<file path="src/rtl/serial_adder.sv">
// -----------------------------------------------------------------------------
// serial_adder
//   Bit-serial adder: computes a + b + cin one bit pair per clock, LSB first,
//   through a single full-adder cell (fa_str). An addition is accepted in IDLE,
//   runs for WIDTH cycles in RUN, and then presents the result for one cycle
//   in DONE.
//
// Ports
//   clk    - single clock, rising-edge active
//   rst_n  - asynchronous active-low reset
//   start  - begin an addition; sampled only in IDLE
//   a, b   - WIDTH-bit operands, captured on the accepting edge
//   cin    - carry-in, captured on the accepting edge
//   busy   - high whenever the FSM is not in IDLE
//   done   - one-cycle pulse; sum/cout hold the new result
//   sum    - registered a+b+cin mod 2^WIDTH; changes only on entry to DONE
//   cout   - registered carry-out of the full WIDTH-bit addition
// -----------------------------------------------------------------------------

// Full-adder cell used for every bit position of the serial addition.
module fa_str (
  input  logic x,
  input  logic y,
  input  logic c,
  output logic s,
  output logic co
);
  logic p;

  assign p  = x ^ y;
  assign s  = p ^ c;
  assign co = (x & y) | (c & p);
endmodule

module serial_adder #(
  parameter int WIDTH = 8
) (
  input  logic             clk,
  input  logic             rst_n,
  input  logic             start,
  input  logic [WIDTH-1:0] a,
  input  logic [WIDTH-1:0] b,
  input  logic             cin,
  output logic             busy,
  output logic             done,
  output logic [WIDTH-1:0] sum,
  output logic             cout
);

  // One spare bit so the counter can never wrap within an operation.
  localparam int CW = $clog2(WIDTH) + 1;
  localparam logic [CW-1:0] LAST_BIT = CW'(WIDTH - 1);

  typedef enum logic [1:0] {
    IDLE = 2'd0,
    RUN  = 2'd1,
    DONE = 2'd2
  } state_t;

  state_t           state;
  logic [WIDTH-1:0] a_sr;
  logic [WIDTH-1:0] b_sr;
  logic [WIDTH-1:0] res_sr;
  logic             carry;
  logic [CW-1:0]    cnt;

  logic             fa_s;
  logic             fa_co;
  logic [WIDTH-1:0] res_next;

  fa_str u_fa (
    .x  (a_sr[0]),
    .y  (b_sr[0]),
    .c  (carry),
    .s  (fa_s),
    .co (fa_co)
  );

  // Result register fills from the MSB side, so after WIDTH shifts the first
  // (LSB) sum bit has arrived at bit 0.
  assign res_next = {fa_s, res_sr[WIDTH-1:1]};

  // NOTE: every register below is assigned with <= so all state updates see
  // the pre-edge values; blocking assignments here would create ordering
  // dependent behaviour between the shift registers and the adder inputs.
  // NOTE: the operand/result shift registers are flops, not a memory array,
  // so they are cleared by the asynchronous reset like all other state.
  always_ff @(posedge clk or negedge rst_n) begin
    if (!rst_n) begin
      state  <= IDLE;
      a_sr   <= '0;
      b_sr   <= '0;
      res_sr <= '0;
      carry  <= 1'b0;
      cnt    <= '0;
      busy   <= 1'b0;
      done   <= 1'b0;
      sum    <= '0;
      cout   <= 1'b0;
    end else begin
      case (state)
        IDLE: begin
          done <= 1'b0;
          if (start) begin
            a_sr  <= a;
            b_sr  <= b;
            carry <= cin;
            cnt   <= '0;
            busy  <= 1'b1;
            state <= RUN;
          end
        end

        RUN: begin
          res_sr <= res_next;
          carry  <= fa_co;
          a_sr   <= a_sr >> 1;
          b_sr   <= b_sr >> 1;
          cnt    <= cnt + CW'(1);
          if (cnt == LAST_BIT) begin
            // The completed word includes this edge's sum bit, so publish
            // res_next rather than res_sr.
            sum   <= res_next;
            cout  <= fa_co;
            done  <= 1'b1;
            state <= DONE;
          end
        end

        DONE: begin
          done  <= 1'b0;
          busy  <= 1'b0;
          state <= IDLE;
        end

        default: begin
          done  <= 1'b0;
          busy  <= 1'b0;
          state <= IDLE;
        end
      endcase
    end
  end

endmodule

</file>
<file path="config.mk">
export PLATFORM = sky130hd
export DESIGN_NAME = serial_adder
export DESIGN_NICKNAME = d
export VERILOG_FILES = /design/src/rtl/serial_adder.sv
export SDC_FILE = /design/constraint.sdc
export NUM_CORES = 1
export LEC_CHECK = 0
export BUFFER_PORTS_ARGS = -buffer_cell sky130_fd_sc_hd__buf_2
export CORE_UTILIZATION = 30
export CTS_CLUSTER_DIAMETER = 60
export DETAILED_ROUTE_END_ITERATION = 16
export PLACE_DENSITY = 0.45
export SYNTH_ARGS = -nofsm -noshare
export SYNTH_HDL_FRONTEND = slang
export SYNTH_SLANG_ARGS = --single-unit
</file>
<file path="constraint.sdc">
create_clock -name clk -period 2.1 [get_ports clk]
set_input_delay 0.105 -clock clk [delete_from_list [all_inputs] [get_ports clk]]
set_output_delay 0.105 -clock clk [all_outputs]
set_load 0.01 [all_outputs]
</file>
Yosys cells after proc, flatten, opt, wreduce, memory -nomap -nowiden
Index checks and enable logic that the tools add are counted.
{ "classes": {"n_eq_ne": 4, "add_sub_neg": 1, "n_reduce_logical": 6, "bitwise_logic": 6, "muxes": 15} }
{ "op_table": {"columns": ["operator", "count"], "rows": [
  ["one-hot mux 8 bit (2 select lines)", 2],
  ["two-way mux 8 bit", 2],
  ["one-hot mux 4 bit (2 select lines)", 1],
  ["AND reduction 2 bit", 4],
  ["adder 4 x 1 -> 4 bit, second input constant", 1],
  ["== test 4 x 3 -> 1 bit, second input constant", 1],
  ["two-way mux 1 bit", 4],
  ["two-way mux 2 bit", 2],
  ["two-way mux 4 bit", 1],
  ["!= test 2 bit, second input constant", 2],
  ["one-hot mux 1 bit (2 select lines)", 2],
  ["one-hot mux 2 bit (2 select lines)", 1],
  ["bitwise AND 1 bit", 2],
  ["== test 2 x 1 -> 1 bit, second input constant", 1],
  ["zero test 2 bit", 1],
  ["nonzero test 2 bit", 1],
  ["bitwise XOR 1 bit", 2],
  ["inverter 1 bit", 1],
  ["bitwise OR 1 bit", 1]
]} }
{ "totals": {"register_bits": 42, "word_cells": 42, "out_inout_bits": 11, "inputBits": 20} }

Depth between registers and ports, before layout
Gate-level depths: netlist of the first run.
{ "depth": {"word_depth": 4, "ltp_mapped": 5, "mapped_depth_nobuf": 4} }

By module
Synthesis of the first run repeated with hierarchy kept, for this count alone.
{ "unflattened": {"hier_cells": 169, "hier_area_um2": 1788.0} }
{ "modules_own_cells": {"columns": ["mod", "n_inst", "cells_each", "seq_area_each_um2", "area_each_um2"], "rows": [
  ["serial_adder", 1, 168, 1026.0, 1767.9],
  ["fa_str", 1, 1, 0.0, 20.0]
]} }

Worst setup path after synthesis of the first run
OpenSTA, ideal clock, no wires.
{ "synth_timing": {"kind": "register -> register", "from": "register state[1]", "to": "register cout", "period_less_slack_ns": 1.506, "t_required_ns": 1.975, "path_slack_ns": 0.594, "arrival_time_ns": 1.381, "stages_incl_launch_ff": 5, "setup_time_ns": 0.125, "path_buffers": 1, "cell_sequence": "dfrtp_1 nand2b_1 buf_6 nor3_4 mux2_2"} }
{ "synth_via": {"elab_chain_cells": 2} }
{ "synth_rtl": {"columns": ["element", "line", "rtl"], "rows": [
  ["start: declaration", "60", "state_t state;"],
  ["start signal: assignment", "90", "state <= IDLE;"],
  ["start signal: assignment", "110", "state <= RUN;"],
  ["start signal: assignment", "126", "state <= DONE;"],
  ["== test 2 x 1 -> 1 bit", "101", "case (state)"],
  ["AND reduction 2 bit (no source line)", null, null],
  ["end signal: assignment", "124", "cout <= fa_co;"],
  ["end: declaration", "47", "output logic cout"]
]} }
Every way passes these cells.
A chain may end at the register's enable or synchronous reset.

Worst setup path after layout of the first run
{ "layout_timing": {"from": "register cnt[0]", "to": "register sum[5]"} }
{ "layout_via": {"elab_chain_cells": 2} }
{ "layout_rtl": {"columns": ["element", "line", "rtl"], "rows": [
  ["start: declaration", "65", "logic [CW-1:0] cnt;"],
  ["start signal: assignment", "119", "cnt <= cnt + CW'(1);"],
  ["== test 4 x 3 -> 1 bit", "120", "if (cnt == LAST_BIT) begin"],
  ["AND reduction 2 bit (no source line)", null, null],
  ["end signal: assignment", "123", "sum <= res_next;"],
  ["end: declaration", "46", "output logic [WIDTH-1:0] sum,"]
]} }
Every way passes these cells.

==> metrics.md, run 1 <==
| Metric | Value |
|---|---|
| Crit-path cells | `ha_1 -> nand2_1 -> nor3_4 -> mux2_2` |
| CTS clk-pin slew, worst paths | `0.07 ns` |
| Dpl cells | `271` |
| Die area | `0.006371 mm²` |
| DR DRC count | `0` |
| Finished Layout Cells | `279` |
| Lkg Pwr | `1.004 nW` |
| Starting Density | `32.01%` |
| Number of global-route vias before repair | `1,332` |
| DPL Wire Length | `2.716 mm` |
| Final non-filler cell area | `0.002157 mm²` |
| I/O Pins | `31` |
| Final Slew Violations | `0` |
| Post-synthesis simple-gate area fraction | `14.74%` |
| # setup viols final | `0` |
| Complex-gate fraction of the synthesized area | `18.11%` |
| CP arrival | `1.81 ns` |
| Placed cell area | `0.002061 mm²` |
| Hold_buf cts | `1` |
| Fin util | `38.01%` |
| DRT antenna net count | `0` |
| Total Routing Usage GR | `13.82%` |
| Iteration-0 DRC Markers | `90` |
| Status | `finished, final reports clean` |
| Avg WL per Cell | `14.44 µm` |
| Total vias in the final route | `1,375` |
| TNS Setup | `0 ns` |
| Post-CTS sizing | `0` |
| Period utilisation layout | `77.85%` |
| TritonCTS Buffers | `5` |
| Met3 Routed Length | `149 µm` |
| CP max FO | `10` |
| Fin crit period | `1.635 ns` |
| Peak VDD IR | `449.1 µV` |
| Largest family of logic cells by synthesized area | `compound AO/OA/AOI/OAI gates` |
| Die Ht | `79.82 µm` |
| Vias/cell | `4.928` |
| Nets | `229` |
| Slowest stage delay, CP | `0.42 ns` |
| Setup bufs post-CTS | `0` |
| Crit Path Class | `flip-flop to flip-flop` |
| # rows | `27` |
| Crit end category | `flip-flop` |
| CTS tree | `done` |
| Hold_ws | `0.1029 ns` |
| Synthesized area | `0.001817 mm²` |
| Power Density | `1400 mW/mm²` |
| Req. time, crit path | `2.27 ns` |
| Synth Area in XOR/XNOR | `0%` |
| Max Cap Violations | `0` |
| Worst slew margin | `38.13%` |
| Drt first pass iters | `4` |
| Area share of fa/ha/maj cells after synthesis | `1.791%` |
| Yosys warns | `0` |
| Core ar. | `0.005675 mm²` |
| Clk_skew | `0.005739 ns` |
| Post-synthesis sequential area ratio | `56.47%` |
| Mux contribution to synthesized area | `6.198%` |
| CP max-delay cell | `nor3_4` |
| Final wirelength | `4.030 mm` |
| Worst hold path class | `input pin to flip-flop` |
| Die X | `79.82 µm` |
| Final Hold Viols | `0` |
| Htree depth | `2` |
| Routability cong. | `0.6694` |
| Synthesized area per cell | `10.56 µm²` |
| Max Clk Rate | `611.7 MHz` |
| Startpoint types | `flip-flop` |
| GRT Residual Overflow | `0` |
| Post-Syn Instances | `172` |
| Clk Latency, worst-skew pair | `0.29 ns` |
| Seq cells post-synth | `41` |
| Least-Margin Pin Slew | `0.9280 ns` |
| Number of library cell types mapped by synthesis | `22` |
| Layout area overhead | `18.73%` |
| Diode count | `0` |
| Mapped Nets | `194` |
| Unrepaired setup endpoints after global routing | `no` |
| TritonCTS Sinks | `41` |
| Layout cells sized above 1 | `26.09%` |
| Highest routed layer | `met4` |
| CTS Root Cell | `clkbuf_8` |
| First-pass GRT wire length | `6.575 mm` |
| Clk buf depth | `2` |
| Largest net degree at the start of global routing | `42` |
| WL met2 | `1.977 mm` |
| DRT met1 WL | `1.837 mm` |
| Antenna violations before repair | `0` |
| Port Buffer Count | `30` |
[Yosys cell counts]
cell type / number / area [µm²]
dfrtp_1: 41 / 1026
o21bai_1: 1 / 7.510
a21oi_1: 17 / 85.08
o311ai_0: 1 / 8.760
o21ai_0: 17 / 85.08
fa_1: 1 / 20.02
nor2_1: 4 / 15.01
ha_1: 1 / 12.51
clkbuf_1: 7 / 26.28
buf_6: 1 / 11.26
o21a_1: 1 / 7.510
nor3_4: 1 / 16.27
nand2b_1: 1 / 6.260
buf_4: 1 / 7.510
nand2_1: 27 / 101.4
a22o_1: 2 / 17.52
buf_1: 1 / 3.750
nand3_1: 2 / 10.01
o21ai_1: 1 / 5.000
a22oi_1: 15 / 112.6
nor2b_1: 19 / 118.9
mux2_2: 10 / 112.6
[layer usage]
layer  up-vias  track usage (%)
met4         0            5.893
li1        669                -
met3         7            2.400
met5         -                0
met1       663            16.73
met2        36            24.02
[worst paths after layout]
| path | startpoint | end | slack (ns) | depth (start not counted) |
|---|---|---|---|---|
| setup / recovery | cnt[0] | sum[5] | 0.47 | 4 |
| hold / removal | b[5] | b_sr[5] | 0.10 | 3 |
| setup reg to reg | cnt[0] | sum[5] | 0.47 | 4 |
| hold reg to reg | b_sr[3] | b_sr[3] | 0.49 | 2 |
| max in group asynchronous | rst_n | sum[1] | 1.03 | 2 |
| min in group asynchronous | rst_n | b_sr[7] | 0.49 | 2 |
[cell families after synthesis]
family,after synthesis
fa+ha+maj,2
buf+inv,10
simple gates,54
mux,10
flops,41
compound gates,55
[worst max-delay path, delay by kind of cell, from the launching register on]
kind          cells  cell delay [ns]
flops             1             0.40
simple gates      2             0.54
mux               1             0.39
fa+ha+maj         1             0.20
[stage by stage]
step	setup slack [ns]	power [mW]
finish	0.4652	3.021
global route	0.3060	3.293
detailed placement	0.4527	2.543
global placement	0.5426	2.484
CTS	0.4426	3.069
floorplan	0.5941	2.123
[area by class of cell]
cell class	count	area, µm²
flip-flops and latches	41	1026
fillers	564	3518
clock buffers	7	86.33
multi-input cells	121	742.0
repair buffers	38	212.7
well taps	72	90.09
[state kept, by name, indices dropped and copies added (netlist names), 2 cells and up]
name / count
res_sr: 7
cnt: 4
state: 2
sum: 8
a_sr: 8
b_sr: 8
[report_power, final]
group	internal, mW	switching, mW	leakage, nW
Combinational	0.527	0.641	0.429
Sequential	1.12	0.222	0.530
Clock	0.261	0.251	0.0443
[cells in the final DEF, fill, tap and decap left out, types with 2 or more instances in the layout]
cell type	count
nor2b_1	19
a21oi_1	17
a22oi_1	15
o21ai_0	17
clkbuf_8	6
buf_4	7
mux2_2	10
dfrtp_1	41
nor2_1	4
nand3_1	2
a22o_1	2
buf_2	30
nand2_1	27
Note: power is estimated with default switching activity, not from simulation.
==> run 2: changes to the inputs <==
- clock period: 2.1 -> 1.65 ns (I/O delays scaled with it)
==> run 2 against run 1 <==
Effect of this change: sequential power increased by 28%; count of clock-buffer cells in the layout increased by 1; wire length decreased by 1.1%; via count increased by 1.8%; core utilization increased by 0.64 points; critical path depth increased by 1; global-route usage increased by 0.24 points; non-clock buffer count increased by 4; setup slack got worse by 0.28 ns; first-iteration DRC count decreased by 54%; die area unchanged; clock skew about the same.
==> metrics.md, run 2 (synthesized netlist as in run 1, its figures left out) <==
| Metric | Value |
|---|---|
| Total Routing Usage GR | `14.06%` |
| Total vias in the final route | `1,400` |
| Clk_skew | `0.006009 ns` |
| Clk buf depth | `2` |
| Post-CTS sizing | `0` |
| Setup crit start | `cnt[0]` |
| Nets | `233` |
| Depth of the worst hold-timing path | `3` |
| Total power | `3.881 mW` |
| Drt first pass iters | `4` |
| WL met2 | `1.948 mm` |
| CTS clk-pin slew, worst paths | `0.07 ns` |
| Worst R2R Start | `cnt[0]` |
| DPL Wire Length | `2.826 mm` |
| TritonCTS Sinks | `41` |
| TNS Setup | `0 ns` |
| Worst hold path class | `input pin to flip-flop` |
| Lkg Pwr | `1.024 nW` |
| Final wirelength | `3.985 mm` |
| CTS tree | `done` |
| Cells on worst reg2reg path | `5` |
| Core ar. | `0.005675 mm²` |
| Commonest non-fill, non-tap cell in the layout | `dfrtp_1` |
| Crit end category | `flip-flop` |
| Antenna violations before repair | `0` |
| CTS Root Cell | `clkbuf_8` |
| CP max FO | `10` |
| TritonCTS Buffers | `5` |
| Hold wc startpoint | `a[7]` |
| Unrepaired setup endpoints after global routing | `no` |
| Highest routed layer | `met4` |
| First-pass GRT wire length | `6.748 mm` |
| DRT met1 WL | `1.827 mm` |
| Vias/cell | `4.930` |
| CP arrival | `1.64 ns` |
| Peak VDD IR | `579.5 µV` |
| Setup bufs post-CTS | `0` |
| Least-Margin Pin Slew | `0.5262 ns` |
| Hold_buf cts | `1` |
| Die X | `79.82 µm` |
| Number of global-route vias before repair | `1,381` |
| Iteration-0 DRC Markers | `41` |
| Startpoint types | `flip-flop` |
| Layout cells sized above 1 | `26.89%` |
| Starting Density | `32.01%` |
| Req. time, crit path | `1.82 ns` |
| Worst slew margin | `64.92%` |
| GRT Residual Overflow | `0` |
| Fin util | `38.65%` |
| Most frequent cells in the layout | `dfrtp_1, buf_2, nand2_1` |
| Final Slew Violations | `0` |
| Layout area overhead | `20.73%` |
| # rows | `27` |
| Die Ht | `79.82 µm` |
| Max Cap Violations | `0` |
| Final non-filler cell area | `0.002193 mm²` |
| Power Density | `1769 mW/mm²` |
| Largest registers | `a_sr: 8 flops, b_sr: 8 flops, sum: 8 flops` |
| # setup viols final | `0` |
| Crit Path Class | `flip-flop to flip-flop` |
| Routability cong. | `0.6708` |
| Fin crit period | `1.467 ns` |
| Htree depth | `2` |
| Placed cell area | `0.002103 mm²` |
| DR DRC count | `0` |
| Avg WL per Cell | `14.03 µm` |
| Die area | `0.006371 mm²` |
| Diode count | `0` |
| Period utilisation layout | `88.94%` |
| Port Buffer Count | `30` |
| DRT antenna net count | `0` |
| Met3 Routed Length | `151 µm` |
| I/O Pins | `31` |
| Final Hold Viols | `0` |
| Largest net degree at the start of global routing | `24` |
| Status | `finished, final reports clean` |
| Max Clk Rate | `681.5 MHz` |
| Clk Latency, worst-skew pair | `0.28 ns` |
[run 2: worst paths after layout]
check / to / slack, ns
setup / recovery: sum[7] / 0.18
setup reg to reg: sum[7] / 0.18
min in group asynchronous: b_sr[7] / 0.31
max in group asynchronous: res_sr[5] / 0.79
hold / removal: a_sr[7] / 0.09
hold reg to reg: b_sr[3] / 0.49
[run 2: report_power, final]
part / switching, mW / total [mW] / internal (mW)
sequential: 0.285 / 1.71 / 1.43
combinational: 0.823 / 1.56 / 0.736
clock: 0.311 / 0.612 / 0.300
[run 2: metrics by stage]
stage	worst slack, ns	cells	hold WS [ns]
2_1_floorplan	0.1441	172	-0.2131
4_1_cts	0.1783	284	0.08120
3_3_place_gp	0.2289	275	0.08104
3_5_place_dp	0.1890	275	0.09029
6_report	0.1826	284	0.09242
5_1_grt	0.09422	284	0.09455
[run 2: per-layer routing]
layer | track usage [%] | up-vias
met5 | 0 | -
met4 | 4.821 | 0
met3 | 3.086 | 5
met2 | 23.50 | 28
met1 | 17.85 | 688
li1 | - | 679
[run 2: layout make-up]
| cell class | instances | area, µm² |
|---|---|---|
| clock buffer | 8 | 80.08 |
| fill | 571 | 3482 |
| multi-input combinational | 121 | 742.0 |
| sequential | 41 | 1026 |
| tap | 72 | 90.09 |
| timing repair buffer | 42 | 255.2 |
[run 2: critical path, cell delays in order, from the launching register on]
cell     delay, ns
dfrtp_1       0.39
ha_1          0.19
nand2_1       0.10
nor3_4        0.12
buf_4         0.20
mux2_2        0.35
==> run 3: changes to the inputs <==
- CORE_UTILIZATION: 30 -> 26
- PLACE_DENSITY: 0.45 -> 0.4
==> run 3 against run 2 <==
Effect of this change: non-clock buffer count decreased by 1; critical endpoint is now cout; register-to-register slack hardly changed; highest routed layer unchanged; sequential power barely moved; via count shrank 1.1%; critical path depth is the same; clock skew is 0.0036 ns lower; largest power group unchanged; core utilization down 5.7 points.
==> metrics.md, run 3 (synthesized netlist as in run 1, its figures left out) <==
| Metric | Value |
|---|---|
| Clk Latency, worst-skew pair | `0.29 ns` |
| Req. time, crit path | `1.83 ns` |
| Largest net degree at the start of global routing | `42` |
| Power Density | `1842 mW/mm²` |
| CTS clk-pin slew, worst paths | `0.08 ns` |
| TritonCTS Sinks | `41` |
| Iteration-0 DRC Markers | `96` |
| Sw Pwr | `1.486 mW` |
| Post-CTS sizing | `0` |
| CTS Root Cell | `clkbuf_8` |
| Max Cap Violations | `0` |
| DPL Wire Length | `2.855 mm` |
| CP bufs+invs | `1` |
| Fin crit period | `1.455 ns` |
| # rows | `30` |
| Startpoint types | `flip-flop` |
| Worst slew margin | `63.62%` |
| Status | `finished, final reports clean` |
| Avg WL per Cell | `14.57 µm` |
| Hold wc startpoint | `b[5]` |
| Die X | `85.59 µm` |
| Clk buf depth | `2` |
| Clk_skew | `0.002452 ns` |
| Number of global-route vias before repair | `1,482` |
| Vias/cell | `4.756` |
| Largest registers | `a_sr: 8 flops, b_sr: 8 flops, sum: 8 flops` |
| DRT antenna net count | `0` |
| Combinational share of power | `37.3%` |
| Total power | `4.094 mW` |
| TNS Setup | `0 ns` |
| Period utilisation layout | `88.16%` |
| Slowest stage delay, CP | `0.39 ns` |
| Nets | `232` |
| Worst hold path class | `input pin to flip-flop` |
| Starting Density | `26.89%` |
| Unrepaired setup endpoints after global routing | `no` |
| Setup bufs post-CTS | `0` |
| Port Buffer Count | `30` |
| Crit path max-delay family | `flip-flops` |
| Hold_buf cts | `1` |
| CP arrival | `1.63 ns` |
| Sequential share of power | `42.0%` |
| Power share of the clock group | `20.7%` |
| Die Ht | `85.59 µm` |
| Crit end category | `flip-flop` |
| CP max FO | `10` |
| Layout cells sized above 1 | `27.96%` |
| Crit Path Class | `flip-flop to flip-flop` |
| TritonCTS Buffers | `5` |
| Routability cong. | `0.7514` |
| Total vias in the final route | `1,384` |
| CTS tree | `done` |
| # setup viols final | `0` |
| Total Routing Usage GR | `12.87%` |
| Diode count | `0` |
| Most frequent cells in the layout | `dfrtp_1, buf_2, nand2_1` |
| Max Clk Rate | `687.5 MHz` |
| Crit-path cells | `ha_1 -> nand2_1 -> nor3_4 -> buf_4 -> mux2_2` |
| Core ar. | `0.006756 mm²` |
| Depth of the worst hold-timing path | `3` |
| Sw Ratio | `36.28%` |
| Final wirelength | `4.240 mm` |
| Reg2Reg Capture Point | `cout` |
| Least-Margin Pin Slew | `0.5456 ns` |
| I/O Pins | `31` |
| Htree depth | `2` |
| DR DRC count | `0` |
| Final Slew Violations | `0` |
| Levels on crit path | `5` |
| Peak VDD IR | `780.3 µV` |
| Antenna violations before repair | `0` |
| GRT Residual Overflow | `0` |
| P_int | `2.609 mW` |
| Die area | `0.007326 mm²` |
| Setup crit start | `cnt[0]` |
| R2R setup slack | `0.20 ns` |
| Layout area overhead | `22.38%` |
| Pre-CTS setup slack | `0.1865 ns` |
| Drt first pass iters | `4` |
| CP max-delay cell | `dfrtp_1` |
| First-pass GRT wire length | `7.238 mm` |
| Lkg Pwr | `1.031 nW` |
| Worst R2R Start | `cnt[0]` |
| Cells on worst reg2reg path | `5` |
| Final worst setup slack | `0.1954 ns` |
| Final Hold Viols | `0` |
| Hold Crit Endpoint | `b_sr[5]` |
| Commonest non-fill, non-tap cell in the layout | `dfrtp_1` |
-- run 3: metrics by stage --
step | utilization, % | hold WS, ns | std cells | area [µm²]
6_report | 32.91 | 0.06337 | 291 | 2223
3_5_place_dp | 30.98 | 0.1922 | 282 | 2093
3_3_place_gp | 30.98 | 0.1730 | 282 | 2093
4_1_cts | 32.91 | 0.05258 | 291 | 2223
2_1_floorplan | - | -0.2131 | 172 | 1817
5_1_grt | 32.91 | 0.07942 | 291 | 2223
-- run 3: per-layer routing --
metal	GRT usage (%)	wire length [µm]	vias to the layer above
met5	0	0	-
met2	22.04	2074	26
met3	2.984	182	8
met1	15.91	1917	677
li1	-	-	673
met4	4.545	66	0
-- run 3: power by group through the flow --
stage | registers [mW] | logic [mW] | clock network [mW]
2_1_floorplan | 1.73 | 0.968 | 0
3_3_place_gp | 1.72 | 1.49 | 0
3_5_place_dp | 1.74 | 1.56 | 0
4_1_cts | 1.72 | 1.57 | 0.890
5_1_grt | 1.80 | 1.74 | 0.934
6_report | 1.72 | 1.53 | 0.846
-- run 3: worst max-delay path by stage --
stage	endpoint
after global placement	sum[0]
after floorplan	cout
after CTS	cout
after global routing	sum[3]
after detailed placement	cout
final	cout
-- run 3: area by class of cell --
cell class              instances  area (µm²)
multi-input cells             121       742.0
flip-flops and latches         41        1026
clock inverters                 2       37.54
well taps                      80       100.1
fillers                       698        4533
repair buffers                 41       235.2
clock buffers                   6       82.58
-- run 3: worst min-delay path: cells and delay by family --
family          cells  cell delay [ns]
compound gates      2             0.16
buf+inv             1             0.08
